==> src/rtl/mem_copy_engine.sv <==
// Block-transfer engine for the 16-bit program RAM: copies a region through the
// read-only second port into the primary port, or fills a region with a constant.
module mem_copy_engine #(
    parameter int ADDR_W = 12,
    parameter int DATA_W = 16
) (
    input  logic              i_clk,
    input  logic              i_reset,
    input  logic              i_start,
    input  logic              i_mode,
    input  logic [ADDR_W-1:0] i_src,
    input  logic [ADDR_W-1:0] i_dst,
    input  logic [ADDR_W:0]   i_len,
    input  logic [DATA_W-1:0] i_fill_data,
    output logic              o_busy,
    output logic              o_done,
    output logic [ADDR_W-1:0] o_ram_address,
    output logic [ADDR_W-1:0] o_ram_address2,
    output logic              o_ram_write,
    output logic              o_ram_read,
    output logic [DATA_W-1:0] o_ram_writedata,
    input  logic [DATA_W-1:0] i_ram_readdata2,
    output logic [1:0]        o_dbg_state
);

    typedef enum logic [1:0] {
        S_IDLE  = 2'd0,
        S_RUN   = 2'd1,
        S_DRAIN = 2'd2,
        S_DONE  = 2'd3
    } state_t;

    state_t              r_state;
    logic                r_mode;
    logic [ADDR_W-1:0]   r_rd_ptr;
    logic [ADDR_W-1:0]   r_wr_ptr;
    logic [ADDR_W:0]     r_left;
    logic                r_busy;
    logic                r_done;
    logic                r_ram_write;
    logic                r_ram_read;
    logic [ADDR_W-1:0]   r_ram_address;
    logic [ADDR_W-1:0]   r_ram_address2;
    logic                r_wr_sel;
    logic [DATA_W-1:0]   r_fill_out;

    // Handshake: i_start is a request taken only in IDLE, together with every
    // other command input; o_done pulses once per accepted request, o_busy spans
    // the cycles in which the engine owns the RAM ports.
    always_ff @(posedge i_clk) begin
        if (i_reset) begin
            r_state        <= S_IDLE;
            r_mode         <= 1'b0;
            r_rd_ptr       <= '0;
            r_wr_ptr       <= '0;
            r_left         <= '0;
            r_busy         <= 1'b0;
            r_done         <= 1'b0;
            r_ram_write    <= 1'b0;
            r_ram_read     <= 1'b0;
            r_ram_address  <= '0;
            r_ram_address2 <= '0;
            r_wr_sel       <= 1'b0;
            r_fill_out     <= '0;
        end else begin
            r_done <= 1'b0;
            case (r_state)
                S_IDLE: begin
                    if (i_start) begin
                        r_mode <= i_mode;
                        if (i_len == '0) begin
                            r_state <= S_DONE;
                            r_done  <= 1'b1;
                        end else if (!i_mode) begin
                            r_state        <= S_RUN;
                            r_busy         <= 1'b1;
                            r_ram_read     <= 1'b1;
                            r_ram_address2 <= i_src;
                            r_rd_ptr       <= i_src + 1'b1;
                            r_wr_ptr       <= i_dst;
                            r_left         <= i_len - 1'b1;
                        end else begin
                            r_state       <= S_RUN;
                            r_busy        <= 1'b1;
                            r_ram_write   <= 1'b1;
                            r_ram_address <= i_dst;
                            r_fill_out    <= i_fill_data;
                            r_wr_ptr      <= i_dst + 1'b1;
                            r_left        <= i_len - 1'b1;
                        end
                    end
                end
                S_RUN: begin
                    if (!r_mode) begin
                        // Every read is followed one cycle later by its write.
                        r_ram_write   <= 1'b1;
                        r_wr_sel      <= 1'b1;
                        r_ram_address <= r_wr_ptr;
                        r_wr_ptr      <= r_wr_ptr + 1'b1;
                        if (r_left != '0) begin
                            r_ram_address2 <= r_rd_ptr;
                            r_rd_ptr       <= r_rd_ptr + 1'b1;
                            r_left         <= r_left - 1'b1;
                        end else begin
                            r_state        <= S_DRAIN;
                            r_ram_read     <= 1'b0;
                            r_ram_address2 <= '0;
                        end
                    end else begin
                        if (r_left != '0) begin
                            r_ram_address <= r_wr_ptr;
                            r_wr_ptr      <= r_wr_ptr + 1'b1;
                            r_left        <= r_left - 1'b1;
                        end else begin
                            r_state       <= S_DONE;
                            r_done        <= 1'b1;
                            r_busy        <= 1'b0;
                            r_ram_write   <= 1'b0;
                            r_ram_address <= '0;
                            r_fill_out    <= '0;
                        end
                    end
                end
                S_DRAIN: begin
                    r_state       <= S_DONE;
                    r_done        <= 1'b1;
                    r_busy        <= 1'b0;
                    r_ram_write   <= 1'b0;
                    r_wr_sel      <= 1'b0;
                    r_ram_address <= '0;
                end
                S_DONE: begin
                    r_state <= S_IDLE;
                end
                default: begin
                    r_state <= S_IDLE;
                end
            endcase
        end
    end

    assign o_busy          = r_busy;
    assign o_done          = r_done;
    assign o_ram_address   = r_ram_address;
    assign o_ram_address2  = r_ram_address2;
    assign o_ram_write     = r_ram_write;
    assign o_ram_read      = r_ram_read;
    // Copy writes forward the RAM's registered read data unbuffered.
    assign o_ram_writedata = r_wr_sel ? i_ram_readdata2 : r_fill_out;
    assign o_dbg_state     = r_state;

endmodule

==> config.mk <==
export PLATFORM = sky130hd
export DESIGN_NAME = mem_copy_engine
export DESIGN_NICKNAME = d
export VERILOG_FILES = /design/src/rtl/mem_copy_engine.sv
export SDC_FILE = /design/constraint.sdc
export NUM_CORES = 1
export LEC_CHECK = 0
export BUFFER_PORTS_ARGS = -buffer_cell sky130_fd_sc_hd__buf_2
export CAP_MARGIN = 20
export CORE_MARGIN = 4
export CORE_UTILIZATION = 45
export DETAILED_ROUTE_END_ITERATION = 7
export GPL_ROUTABILITY_DRIVEN = 0
export GPL_TIMING_DRIVEN = 0
export PLACE_DENSITY_LB_ADDON = 0.25
export REMOVE_ABC_BUFFERS = 1
export SKIP_LAST_GASP = 1
export SYNTH_ARGS = -nofsm -noshare
export SYNTH_HDL_FRONTEND = slang
export SYNTH_SLANG_ARGS = --single-unit
export TNS_END_PERCENT = 1
==> constraint.sdc <==
create_clock -name i_clk -period 4.15 [get_ports i_clk]
set_input_delay 0.415 -clock i_clk [delete_from_list [all_inputs] [get_ports i_clk]]
set_output_delay 0.415 -clock i_clk [all_outputs]
set_load 0.02 [all_outputs]
# After elaboration in Yosys (flattened, before gate mapping)
# Cells that the tools add are included.
[totals]
output_inout_bits = 46
reg_bits = 85
in_bits = 73
wordCells = 113
[classes]
n_mux = 63
reduce_logical = 18
add_sub_neg = 6
n_eq_ne = 13
[op_table]
columns = ["cell", "count"]
rows = [
  ["$mux W12", 20],
  ["$mux W16", 6],
  ["$pmux W12 S2", 3],
  ["$add A12 B1 Y12 const B", 4],
  ["$mux W13", 3],
  ["$pmux W12 S3", 1],
  ["$pmux W16 S2", 1],
  ["$pmux W13 S2", 1],
  ["$sub A13 B1 Y13 const B", 2],
  ["$reduce_and A6 Y1", 3],
  ["$mux W1", 17],
  ["$ne A2 B2 Y1 const B", 8],
  ["$reduce_and A5 Y1", 3],
  ["$logic_not A13 Y1", 1],
  ["$reduce_bool A13 Y1", 1],
  ["$reduce_and A4 Y1", 3],
  ["$mux W2", 5],
  ["$pmux W1 S3", 3],
  ["$pmux W2 S4", 1],
  ["$ne A3 B3 Y1 const B", 2],
  ["$reduce_and A2 Y1", 3],
  ["$eq A2 B2 Y1 const B", 2],
  ["$pmux W1 S2", 2],
  ["$reduce_bool A2 Y1", 2],
  ["3 further kinds", 3],
]

# Depth between registers and ports, before layout
# Gate-level depths: netlist of the first run.
[logic_depth]
depth_word = 5
mapped_depth = 17
mapped_depth_nobuf = 12

# Worst setup path before layout of the first run
# Ideal clock, no wire load.
[synth_path]
kind = "reg2reg"
from = "register r_state[1], in the netlist o_dbg_state[1]"
to = "register r_left[8]"
setup_slack_ns = 0.452
arrival_ns = 3.566
t_required_ns = 4.018
stages_incl_launch_ff = 17
setup_ns = 0.132
synth_period_minus_slack_ns = 3.698
path_buffers = 6
cell_sequence = "dfxtp_1 > inv_1 > ha_1 > buf_2 > buf_2 > buf_2 > clkbuf_1 > buf_2 > buf_2 > mux2i_1 > ha_1 > nor4b_1 > o21ai_1 > o41ai_1 > o211ai_1 > nand3_1 > a21oi_1"
[synth_between]
elab_chain_cells = 3
elab_cells_between_ends = 8
cone_classes = "eq/ne (4); mux (1); reduce/logical (3)"
[synth_rtl]
columns = ["element", "line_no", "text"]
rows = [
  ["from (decl)", "33", "state_t r_state;"],
  ["from (signal assigned)", "52", "r_state <= S_IDLE;"],
  ["from (signal assigned)", "72", "r_state <= S_DONE;"],
  ["from (signal assigned)", "75", "r_state <= S_RUN;"],
  ["$eq A2 B1 Y1 / $logic_not A2 Y1 (equally long branches)", "67", "case (r_state)"],
  ["$ne A2 B2 Y1 (no source line) / $reduce_bool A2 Y1 (equally long branches)", "--", ""],
  ["$reduce_and A4 Y1 (no source line)", "--", ""],
  ["to (signal assigned)", "81", "r_left <= i_len - 1'b1;"],
  ["to (signal assigned)", "89", "r_left <= i_len - 1'b1;"],
  ["to (signal assigned)", "103", "r_left <= r_left - 1'b1;"],
  ["to (decl)", "37", "logic [ADDR_W:0] r_left;"],
]
# Several ways; a longest one is shown, not always the timed one.
# A chain may end at the register's enable or synchronous reset.

# Worst setup path after layout of the first run
[layout_path]
from = "register r_state[1], in the netlist o_dbg_state[1]"
to = "register r_rd_ptr[10]"
[layout_between]
elab_chain_cells = 3
elab_cells_between_ends = 10
cone_classes = "eq/ne (6); mux (1); reduce/logical (3)"
[layout_rtl]
columns = ["element", "line_no", "text"]
rows = [
  ["$eq A2 B1 Y1 / $logic_not A2 Y1 (equally long branches)", "67", ""],
  ["$ne A2 B2 Y1 (no source line) / $reduce_bool A2 Y1 (equally long branches)", "--", ""],
  ["$reduce_and A6 Y1 (no source line)", "--", ""],
  ["to (signal assigned)", "79", "r_rd_ptr <= i_src + 1'b1;"],
  ["to (signal assigned)", "102", "r_rd_ptr <= r_rd_ptr + 1'b1;"],
  ["to (decl)", "35", "logic [ADDR_W-1:0] r_rd_ptr;"],
]
# Several ways; a longest one is shown, not always the timed one.

==> results of run 1 <==
## worst paths after layout
kind                         to  slack, ns  cells after the start
max                r_rd_ptr[10]       0.32                     13
min              r_fill_out[14]       0.27                      2
max reg2reg        r_rd_ptr[10]       0.32                     13
min reg2reg  o_ram_address2[11]       0.46                      2
## metal layers
metal | routed length, um | track usage | part of all wire | up-vias
li1 | - | - | - | 2689
met1 | 6830 | 0.311 | 0.44 | 2630
met2 | 7200 | 0.369 | 0.46 | 267
met3 | 1340 | 0.0543 | 0.085 | 28
met4 | 333 | 0.0742 | 0.021 | 0
met5 | 0 | 0 | 0 | -
## layout make-up
class	count	area [um2]	share of cell area
sequential	85	1700	0.271
clock inverter	6	116	0.0186
timing repair buffer	123	673	0.107
multi-input combinational	526	3320	0.529
clock buffer	10	239	0.0381
inverter	11	41.3	0.00659
tap	143	179	0.0285
## registers in the layout (all words and copies together), names as in the netlist, 2 cells and up
signal          count
r_wr_ptr           12
r_fill_out         16
r_left             13
o_ram_address      12
o_dbg_state         2
r_rd_ptr           12
o_ram_address2     12
## placed cells by master (no fill, tap or decap), types with 18 or more instances in the layout
master    netlist  final
buf_2           9    118
a21oi_1        41     40
nor3_1         24     24
a211oi_1       25     25
a22oi_1        18     18
nand2_1        65     65
nor2_1         76     76
o21ai_0        32     32
dfxtp_1        85     85
## stage by stage
stage	utilization	hold slack, ns	total power, mW
6_report	0.549	0.275	4.48
5_1_grt	0.549	0.268	4.77
4_1_cts	0.548	0.268	4.45
3_5_place_dp	0.515	0.452	3.44
3_3_place_gp	0.509	0.438	3.36
2_1_floorplan	-	0.426	2.76
## where the power goes
group / internal [mW] / leakage, nW / total (mW) / switching (mW)
Clock: 0.611 / 0.174 / 0.971 / 0.360
Sequential: 1.08 / 0.697 / 1.32 / 0.244
Combinational: 0.776 / 1.62 / 2.18 / 1.40
Total: 2.47 / 2.49 / 4.48 / 2.01
## cell families after synthesis
| family | after synthesis | share of synthesized area |
|---|---|---|
| compound gates | 211 | 0.278 |
| xor+xnor | 13 | 0.0217 |
| fa+ha+maj | 9 | 0.0215 |
| buf+inv | 53 | 0.0458 |
| flops | 85 | 0.325 |
| mux | 26 | 0.0537 |
| simple gates | 267 | 0.255 |
==> results by group, run 1 <==
Setup path
  • Crit end category: register
  • Critical Path AT: 4.09 ns
  • Crit start category: register
  • Critical path type: register to register
  • WP buf/inv: 3
  • Worst stage delay on the critical path: 0.54 ns
  • Slowest stage cell, crit path: ha_4
  • Critical path fanouts, max: 48
  • Most common cell on crit path: nand2_1
  • Cell family with most CP delay: buffers and inverters
  • Required time worst endpoint: 4.41 ns
  • Critical Path Source: o_dbg_state[1]
  • Crit path cell chain: inv_1 -> ha_4 -> inv_1 -> buf_16 -> nand2_1 -> nand2_1 -> ha_1 -> and4b_1 -> o22ai_1 -> nor2b_1 -> nand2_1 -> mux2_2 -> a41oi_1
  • Worst flop-to-flop path startpoint: o_dbg_state[1]

Placement
  • I/O Buffers: 118
  • Placed inst area: 0.00588 mm2
  • Setup WS pre-CTS: -0.0279 ns
  • Half-perimeter wire length after placement: 11000 um
  • DP Cell Count: 885

Yosys
  • EDFF count, synth: 0
  • Top cell type by total area after synthesis: dfxtp_1
  • Synth cell types: 66
  • Syn Area/Cell: 7.90 um2
  • Share of flip-flops with an asynchronous set or reset: 0
  • Synth top area share: 0.325
  • Synthesis Warnings: 0
  • Mapped Cells: 664
  • Top_reg_cell synth: dfxtp_1
  • Synth top area cells: dfxtp_1, nor2_1, nand2_1
  • Seq/Total Area, Yosys: 0.325
  • Synthesized area: 0.00524 mm2
  • Most frequent cell after synthesis: dfxtp_1
  • Most frequent cells after synthesis: dfxtp_1, nor2_1, nand2_1
  • Yosys reg bits: 85

Drt
  • Mean number of vias per cell: 6.21
  • Drt total wl: 15700 um
  • First-pass DRT Iterations: 6
  • Vias after detailed routing: 5614
  • Wire per inst: 17.4 um
  • Antenna Nets Post-Route: 0
  • DRT iter0 DRCs: 551
  • DRC violations left: 0

Pwr
  • Maximum vdd drop: 402 uV
  • Leak: 2.49 nW
  • Pwr Density: 714 mW/mm2

Clock network
  • CTS sink count: 85
  • CTS resizes: 0
  • Skew-Pair Late Insertion Delay: 0.36 ns
  • H-tree level count: 3
  • CTS tree: built
  • Deepest clock path buffer count: 2
  • Root Driver: clkbuf_16
  • CTS Hold Bufs: 0
  • Clock Pin Slew Worst Setup and Hold Paths: 0.06 ns
  • TritonCTS Buffers: 9
  • Post-CTS setup buffers: 1

Min path
  • Worst min path class: input port to register
  • Hold Crit Start: i_fill_data[14]

Timing
  • Crit share post-route: 0.922
  • F_max: 261 MHz
  • Final-report setup violation count: 0
  • Final Critical Period: 3.83 ns
  • Slew Limit Fails: 0
  • Headroom to the max-slew limit: 0.151
  • Worst Skew: 0.0107 ns
  • Hold Violations, Final: 0
  • RSZ-0062 raised after global routing: no
  • Post-route setup TNS: 0 ns
  • Final WS setup: 0.325 ns
  • Worst slew pin tran: 1.27 ns

Layout
  • # nets final: 838
  • Area Growth Syn to Fin: 19.5%
  • Ant diodes: 0
  • Design Area, Final: 0.00627 mm2
  • Layout cell share with drive strength beyond 1: 0.216
  • Post-route insts no fill: 904
  • Fillers: 1112

Die
  • Initial cell density of the core: 0.459
  • Chip height: 116 um
  • Die area: 0.0134 mm2
  • Die X: 116 um
  • Ports: 119
  • FP Rows: 39
  • Core footprint: 0.0114 mm2

GRT
  • Pin count of the biggest net entering global routing: 51
  • Total GRT Usage: 0.232
  • Vias in the first global route: 5065
  • Initial antenna violation count: 0
  • First-pass GRT wire length: 25300 um
  • Global route overflow: 0

Outcome
  • Outcome: finished, final reports clean

Run
  • # Max-Cap Violations: 0
(Power assumes the default switching activity.)
==> inputs of run 2 (changes only) <==
--- a/config.mk
+++ b/config.mk
@@ -9,6 +9,7 @@
 export CAP_MARGIN = 20
 export CORE_MARGIN = 4
 export CORE_UTILIZATION = 45
+export CTS_BUF_LIST = sky130_fd_sc_hd__clkbuf_16
 export DETAILED_ROUTE_END_ITERATION = 7
 export GPL_ROUTABILITY_DRIVEN = 0
 export GPL_TIMING_DRIVEN = 0
==> results by group, run 2 (same netlist as run 1, synthesis figures left out) <==
Outcome
  • Outcome: finished, final reports clean

Layout
  • Post-route insts no fill: 904 (unchanged)
  • Ant diodes: 0 (unchanged)
  • Most frequent cells in the layout: buf_2, dfxtp_1, nor2_1
  • # nets final: 838 (unchanged)
  • Number of flip-flops in the largest register: 16 (unchanged)
  • Commonest non-fill, non-tap cell in the layout: buf_2
  • Largest Register: r_fill_out
  • Area Growth Syn to Fin: 19.4%
  • Final core occ: 0.548 (-0.000877)
  • Layout cell share with drive strength beyond 1: 0.214 (-0.00131)
  • Top Registers: r_fill_out (16), r_left (13)

Timing
  • Hold Violations, Final: 0 (unchanged)
  • Post-route setup TNS: 0 ns (unchanged)
  • RSZ-0062 raised after global routing: no
  • Worst Skew: 0.00996 ns (-0.000729 ns)
  • Final Critical Period: 3.85 ns (+0.0234 ns)
  • Worst Hold Slack: 0.276 ns (+0.00110 ns)
  • Final-report setup violation count: 0 (unchanged)
  • Worst slew pin tran: 1.28 ns (+0.00964 ns)
  • Headroom to the max-slew limit: 0.144 (-0.00643)
  • F_max: 260 MHz (-0.61%)
  • Final WS setup: 0.301 ns (-0.0234 ns)
  • Crit share post-route: 0.927 (+0.00564)
  • Slew Limit Fails: 0 (unchanged)

Setup path
  • Crit start category: register
  • Worst reg2reg setup slack: 0.30 ns (-0.02 ns)
  • Most common cell on crit path: nand2_1
  • Required time worst endpoint: 4.41 ns (about the same)
  • Critical path fanouts, max: 48 (unchanged)
  • Worst stage delay on the critical path: 0.53 ns (about the same)
  • Slowest stage cell, crit path: ha_4
  • Crit path cell chain: inv_1 -> ha_4 -> inv_1 -> buf_16 -> nand2_1 -> nand2_1 -> ha_1 -> and4b_1 -> o22ai_1 -> nor2b_1 -> nand2_1 -> mux2_2 -> a41oi_1
  • Worst r2r path cells: 13 (unchanged)
  • Crit end category: register
  • RR Endpoint: r_rd_ptr[10]
  • Critical path type: register to register
  • Worst flop-to-flop path startpoint: o_dbg_state[1]
  • Critical Path AT: 4.11 ns (+0.02 ns)

Drt
  • DRT iter0 DRCs: 524 (-4.9%)
  • DRC violations left: 0 (unchanged)
  • Antenna Nets Post-Route: 0 (unchanged)
  • Drt total wl: 15800 um (+0.32%)
  • Wire per inst: 17.4 um (+0.32%)
  • Mean number of vias per cell: 6.26 (+0.75%)
  • First-pass DRT Iterations: 6 (unchanged)
  • Vias after detailed routing: 5656 (+0.75%)

Min path
  • Worst Hold End: r_fill_out[14]
  • Hold Crit Start: i_fill_data[14]
  • Number of cells on the worst hold path: 2 (unchanged)
  • Worst min path class: input port to register

Clock network
  • CTS Hold Bufs: 0 (unchanged)
  • TritonCTS Buffers: 9 (unchanged)
  • Root Driver: clkbuf_16
  • Clock Pin Slew Worst Setup and Hold Paths: 0.06 ns (about the same)
  • Skew-Pair Late Insertion Delay: 0.35 ns (about the same)
  • CTS sink count: 85 (unchanged)
  • Deepest clock path buffer count: 2 (unchanged)
  • H-tree level count: 3 (unchanged)
  • CTS tree: built
  • CTS resizes: 0 (unchanged)

Die
  • Die area: 0.0134 mm2 (unchanged)
  • Ports: 119 (unchanged)
  • FP Rows: 39 (unchanged)
  • Chip height: 116 um (unchanged)
  • Initial cell density of the core: 0.459 (unchanged)
  • Core footprint: 0.0114 mm2 (unchanged)
  • Die X: 116 um (unchanged)

Pwr
  • Power Internal: 2.45 mW (-0.75%)
  • Sw Ratio: 0.450 (+0.00173)
  • Leak: 2.49 nW (-0.23%)
  • Reg power frac: 0.298 (+0.002)
  • Clock power share: 0.214 (-0.003)
  • Switching power: 2.01 mW (about the same)
  • Maximum vdd drop: 401 uV (-0.25%)
  • Pwr Density: 712 mW/mm2 (-0.28%)
  • Comb power frac: 0.489 (+0.002)

GRT
  • Total GRT Usage: 0.232 (-0.000326)
  • First-pass GRT wire length: 25200 um (-0.19%)
  • Pin count of the biggest net entering global routing: 51 (unchanged)
  • Global route overflow: 0 (unchanged)
  • Vias in the first global route: 5065 (unchanged)
  • Initial antenna violation count: 0 (unchanged)

Placement
  • Half-perimeter wire length after placement: 11000 um (unchanged)
  • DP Cell Count: 885 (unchanged)
  • I/O Buffers: 118 (unchanged)
  • Setup WS pre-CTS: -0.0279 ns (unchanged)

Run
  • # Max-Cap Violations: 0 (unchanged)
## run 2: how the worst max path moves through the flow
stage	startpoint	endpoint	slack [ns]	depth (start not counted)
global route	o_dbg_state[1]	r_rd_ptr[10]	0.09	13
detailed placement	o_dbg_state[1]	r_rd_ptr[10]	-0.03	13
global placement	o_dbg_state[1]	r_rd_ptr[10]	-2.45	12
finish	o_dbg_state[1]	r_rd_ptr[10]	0.30	13
CTS	o_dbg_state[1]	r_rd_ptr[10]	0.41	13
floorplan	o_dbg_state[1]	r_rd_ptr[10]	-0.91	12
## run 2: stage by stage
step           area, um2  total power [mW]
2_1_floorplan       5040              2.76
3_3_place_gp        5810              3.36
3_5_place_dp        5880              3.44
4_1_cts             6240              4.43
5_1_grt             6260              4.75
6_report            6260              4.46
## run 2: final cells by class
class,count,area [um2]
Sequential cell,85,1700
Multi-Input combinational cell,526,3320
Clock inverter,7,120
Inverter,11,41.3
Tap cell,143,179
Timing Repair Buffer,123,673
Fill cell,1117,5160
Clock buffer,9,225
## run 2: per-layer routing
metal  GRT usage  vias to the layer above  part of all wire
met5           0                        -                 0
met4      0.0742                        0             0.020
met3      0.0554                       27             0.089
met2       0.369                      288              0.46
met1       0.310                     2651              0.43
li1            -                     2690                 -
## run 2: worst max-delay path, delay by kind of cell (launching register included)
kind	cells	cell delay (ns)
DFF	1	0.37
AOI/OAI and AO/OA	2	0.56
adders and majority gates	2	0.79
buffers and inverters	3	0.91
and+or+nand+nor	5	0.75
muxes	1	0.35
## run 2: what timing repair did
action / 4_1_cts / 5_1_grt
setup buffers: 1 / 0
setup endpoints to repair: 1 / 0
endpoints found under the hold margin: 0 / 0
## run 2: power groups by stage
stage | clock (mW) | combinational [mW] | sequential, mW
final | 0.951 | 2.18 | 1.33
after CTS | 0.966 | 2.14 | 1.32
after global routing | 1.00 | 2.38 | 1.37
after floorplan | 0 | 1.33 | 1.43
after detailed placement | 0 | 2.10 | 1.34
after global placement | 0 | 2.05 | 1.32
==> inputs of run 3 (changes only) <==
--- a/config.mk
+++ b/config.mk
@@ -5,6 +5,7 @@
 export SDC_FILE = /design/constraint.sdc
 export NUM_CORES = 1
 export LEC_CHECK = 0
+export ABC_AREA = 1
 export BUFFER_PORTS_ARGS = -buffer_cell sky130_fd_sc_hd__buf_2
 export CAP_MARGIN = 20
 export CORE_MARGIN = 4
@@ -13,7 +14,8 @@
 export DETAILED_ROUTE_END_ITERATION = 7
 export GPL_ROUTABILITY_DRIVEN = 0
 export GPL_TIMING_DRIVEN = 0
-export PLACE_DENSITY_LB_ADDON = 0.25
+export MAX_ROUTING_LAYER = met4
+export PLACE_DENSITY = 0.7
 export REMOVE_ABC_BUFFERS = 1
 export SKIP_LAST_GASP = 1
 export SYNTH_ARGS = -nofsm -noshare
==> results by group, run 3 <==
Layout
  • Design Area, Final: 0.00653 mm2 (+4.4%)
  • Fillers: 1306 (+17%)
  • Ant diodes: 0 (unchanged)
  • Layout cell share with drive strength beyond 1: 0.195 (-0.0187)
  • Number of flip-flops in the largest register: 16 (unchanged)
  • Most frequent cells in the layout: nand2_1, nor2_1, buf_2
  • # nets final: 1095 (+31%)
  • Top Registers: r_fill_out (16), r_left (13)
  • Largest Register: r_fill_out
  • Final core occ: 0.539 (-0.00874)
  • Commonest non-fill, non-tap cell in the layout: nand2_1
  • Area Growth Syn to Fin: 15.9%

Clock network
  • Clock Pin Slew Worst Setup and Hold Paths: 0.06 ns (about the same)
  • Post-CTS setup buffers: 0 (-1)
  • CTS sink count: 85 (unchanged)
  • Root Driver: clkbuf_16
  • CTS resizes: 0 (unchanged)
  • Deepest clock path buffer count: 2 (unchanged)
  • CTS tree: built
  • TritonCTS Buffers: 9 (unchanged)
  • Skew-Pair Late Insertion Delay: 0.34 ns (about the same)
  • CTS Hold Bufs: 0 (unchanged)
  • H-tree level count: 3 (unchanged)

GRT
  • Vias in the first global route: 5289 (+4.4%)
  • Global route overflow: 0 (unchanged)
  • First-pass GRT wire length: 24000 um (-4.7%)
  • Pin count of the biggest net entering global routing: 44 (-14%)
  • Total GRT Usage: 0.206 (-0.0252)
  • Initial antenna violation count: 0 (unchanged)

Drt
  • Wire per inst: 11.9 um (-32%)
  • DRT iter0 DRCs: 456 (-13%)
  • Drt total wl: 14100 um (-11%)
  • Vias after detailed routing: 5718 (+1.1%)
  • DRC violations left: 0 (unchanged)
  • First-pass DRT Iterations: 5 (-1)
  • Antenna Nets Post-Route: 0 (unchanged)
  • Mean number of vias per cell: 4.82 (-23%)

Timing
  • Worst slew pin tran: 0.862 ns (-0.422 ns)
  • Final-report setup violation count: 0 (unchanged)
  • Worst Skew: 0.00693 ns (-0.00303 ns)
  • Slew Limit Fails: 0 (unchanged)
  • Headroom to the max-slew limit: 0.423 (+0.279)
  • Hold Violations, Final: 0 (unchanged)
  • Crit share post-route: 0.678 (-0.249)
  • RSZ-0062 raised after global routing: no
  • Post-route setup TNS: 0 ns (unchanged)
  • F_max: 355 MHz (+37%)
  • Worst Hold Slack: 0.378 ns (+0.102 ns)
  • Final Critical Period: 2.81 ns (-1.04 ns)

Setup path
  • WP buf/inv: 4 (+1)
  • Most common cell on crit path: nor2_1
  • Critical path fanouts, max: 42 (-13%)
  • Cell family with most CP delay: simple AND/OR/NAND/NOR gates
  • Crit start category: register
  • Crit end category: register
  • Crit path cell chain: inv_1 -> ha_2 -> buf_12 -> nor2_1 -> inv_2 -> nand3_2 -> nor2_2 -> inv_2 -> nor2_1 -> nor2_1
  • Critical Path Source: o_dbg_state[1]
  • Critical Path AT: 3.05 ns (-1.06 ns)
  • Critical path type: register to register
  • Slowest stage cell, crit path: ha_2
  • Required time worst endpoint: 4.39 ns (-0.02 ns)
  • Worst flop-to-flop path startpoint: o_dbg_state[1]
  • Worst stage delay on the critical path: 0.59 ns (+0.06 ns)

Outcome
  • Outcome: finished, final reports clean

Yosys
  • Mapped Cells: 920 (+39%)
  • Top cell type by total area after synthesis: dfxtp_1
  • Share of flip-flops with an asynchronous set or reset: 0 (unchanged)
  • Synth top area cells: dfxtp_1, nand2_1, nor2_1
  • Seq/Total Area, Yosys: 0.302 (-0.0225)
  • Most frequent cell after synthesis: nand2_1
  • Top_reg_cell synth: dfxtp_1
  • Synthesized area: 0.00563 mm2 (+7.4%)
  • Most frequent cells after synthesis: nand2_1, nor2_1, dfxtp_1
  • Syn Area/Cell: 6.12 um2 (-22%)
  • Synth cell types: 39 (-41%)
  • Yosys reg bits: 85 (unchanged)
  • EDFF count, synth: 0 (unchanged)
  • Synth top area share: 0.302 (-0.0225)
  • Synthesis Warnings: 0 (unchanged)

Pwr
  • Pwr Density: 841 mW/mm2 (+18%)
  • Leak: 3.30 nW (+32%)
  • Tot Pwr: 5.49 mW (+23%)
  • Maximum vdd drop: 321 uV (-20%)

Placement
  • Placed inst area: 0.00622 mm2 (+5.8%)
  • I/O Buffers: 118 (unchanged)
  • Half-perimeter wire length after placement: 10000 um (-8.6%)

Die
  • Die X: 120 um (+3.4%)
  • FP Rows: 40 (+2.6%)
  • Initial cell density of the core: 0.465 (+0.00595)
  • Core footprint: 0.0121 mm2 (+6.1%)
  • Ports: 119 (unchanged)
  • Chip height: 120 um (+3.4%)
  • Die area: 0.0144 mm2 (+6.9%)

Min path
  • Hold Crit Start: i_start
  • Worst min path class: input port to register

Run
  • # Max-Cap Violations: 0 (unchanged)
[run 3: metrics by stage]
step | worst slack (ns) | cells
2_1_floorplan | 0.463 | 881
3_3_place_gp | -0.589 | 1167
3_5_place_dp | 1.36 | 1169
4_1_cts | 1.35 | 1185
5_1_grt | 1.05 | 1186
6_report | 1.34 | 1186
[run 3: area by class of cell]
type                       instances  area, um2  area share
clock inverter                     7       82.6      0.0126
sequential                        85       1700       0.260
tap                              168        210      0.0322
multi-input combinational        718       3380       0.517
timing repair buffer             121        638      0.0977
clock buffer                       9        225      0.0345
inverter                          78        295      0.0452
[run 3: path summary, 6_finish.rpt]
| kind | to | slack (ns) | depth (start not counted) |
|---|---|---|---|
| worst max register to register | r_wr_ptr[7] | 1.34 | 10 |
| worst min register to register | o_ram_address2[7] | 0.46 | 2 |
| worst min-delay path | r_mode | 0.38 | 3 |
| worst max-delay path | r_wr_ptr[7] | 1.34 | 10 |
[run 3: routing by layer]
layer | vias to the layer above | routed length (um) | GRT usage
met5 | - | 0 | -
li1 | 3072 | - | -
met4 | 0 | 154 | 0.0659
met1 | 2493 | 6990 | 0.271
met2 | 141 | 6060 | 0.325
met3 | 12 | 860 | 0.0363
[run 3: power by group]
group	internal [mW]	total, mW	leakage (nW)	switching, mW
registers	1.21	1.47	0.703	0.263
clock network	0.519	0.847	0.153	0.328
logic	1.03	3.17	2.44	2.14
[run 3: cell families (layout without fill, tap and decap cells)]
kind of cell / count (synthesis) / in the layout / share of synthesized area
xor+xnor: 14 / 14 / 0.0218
flops: 85 / 85 / 0.302
compound gates: 123 / 123 / 0.121
simple gates: 572 / 572 / 0.436
buf+inv: 117 / 215 / 0.0986
fa+ha+maj: 9 / 9 / 0.0200
[run 3: worst min-delay path: stages]
cell	delay (ns)
buf_2	0.12
nand2_1	0.08
a21oi_1	0.06
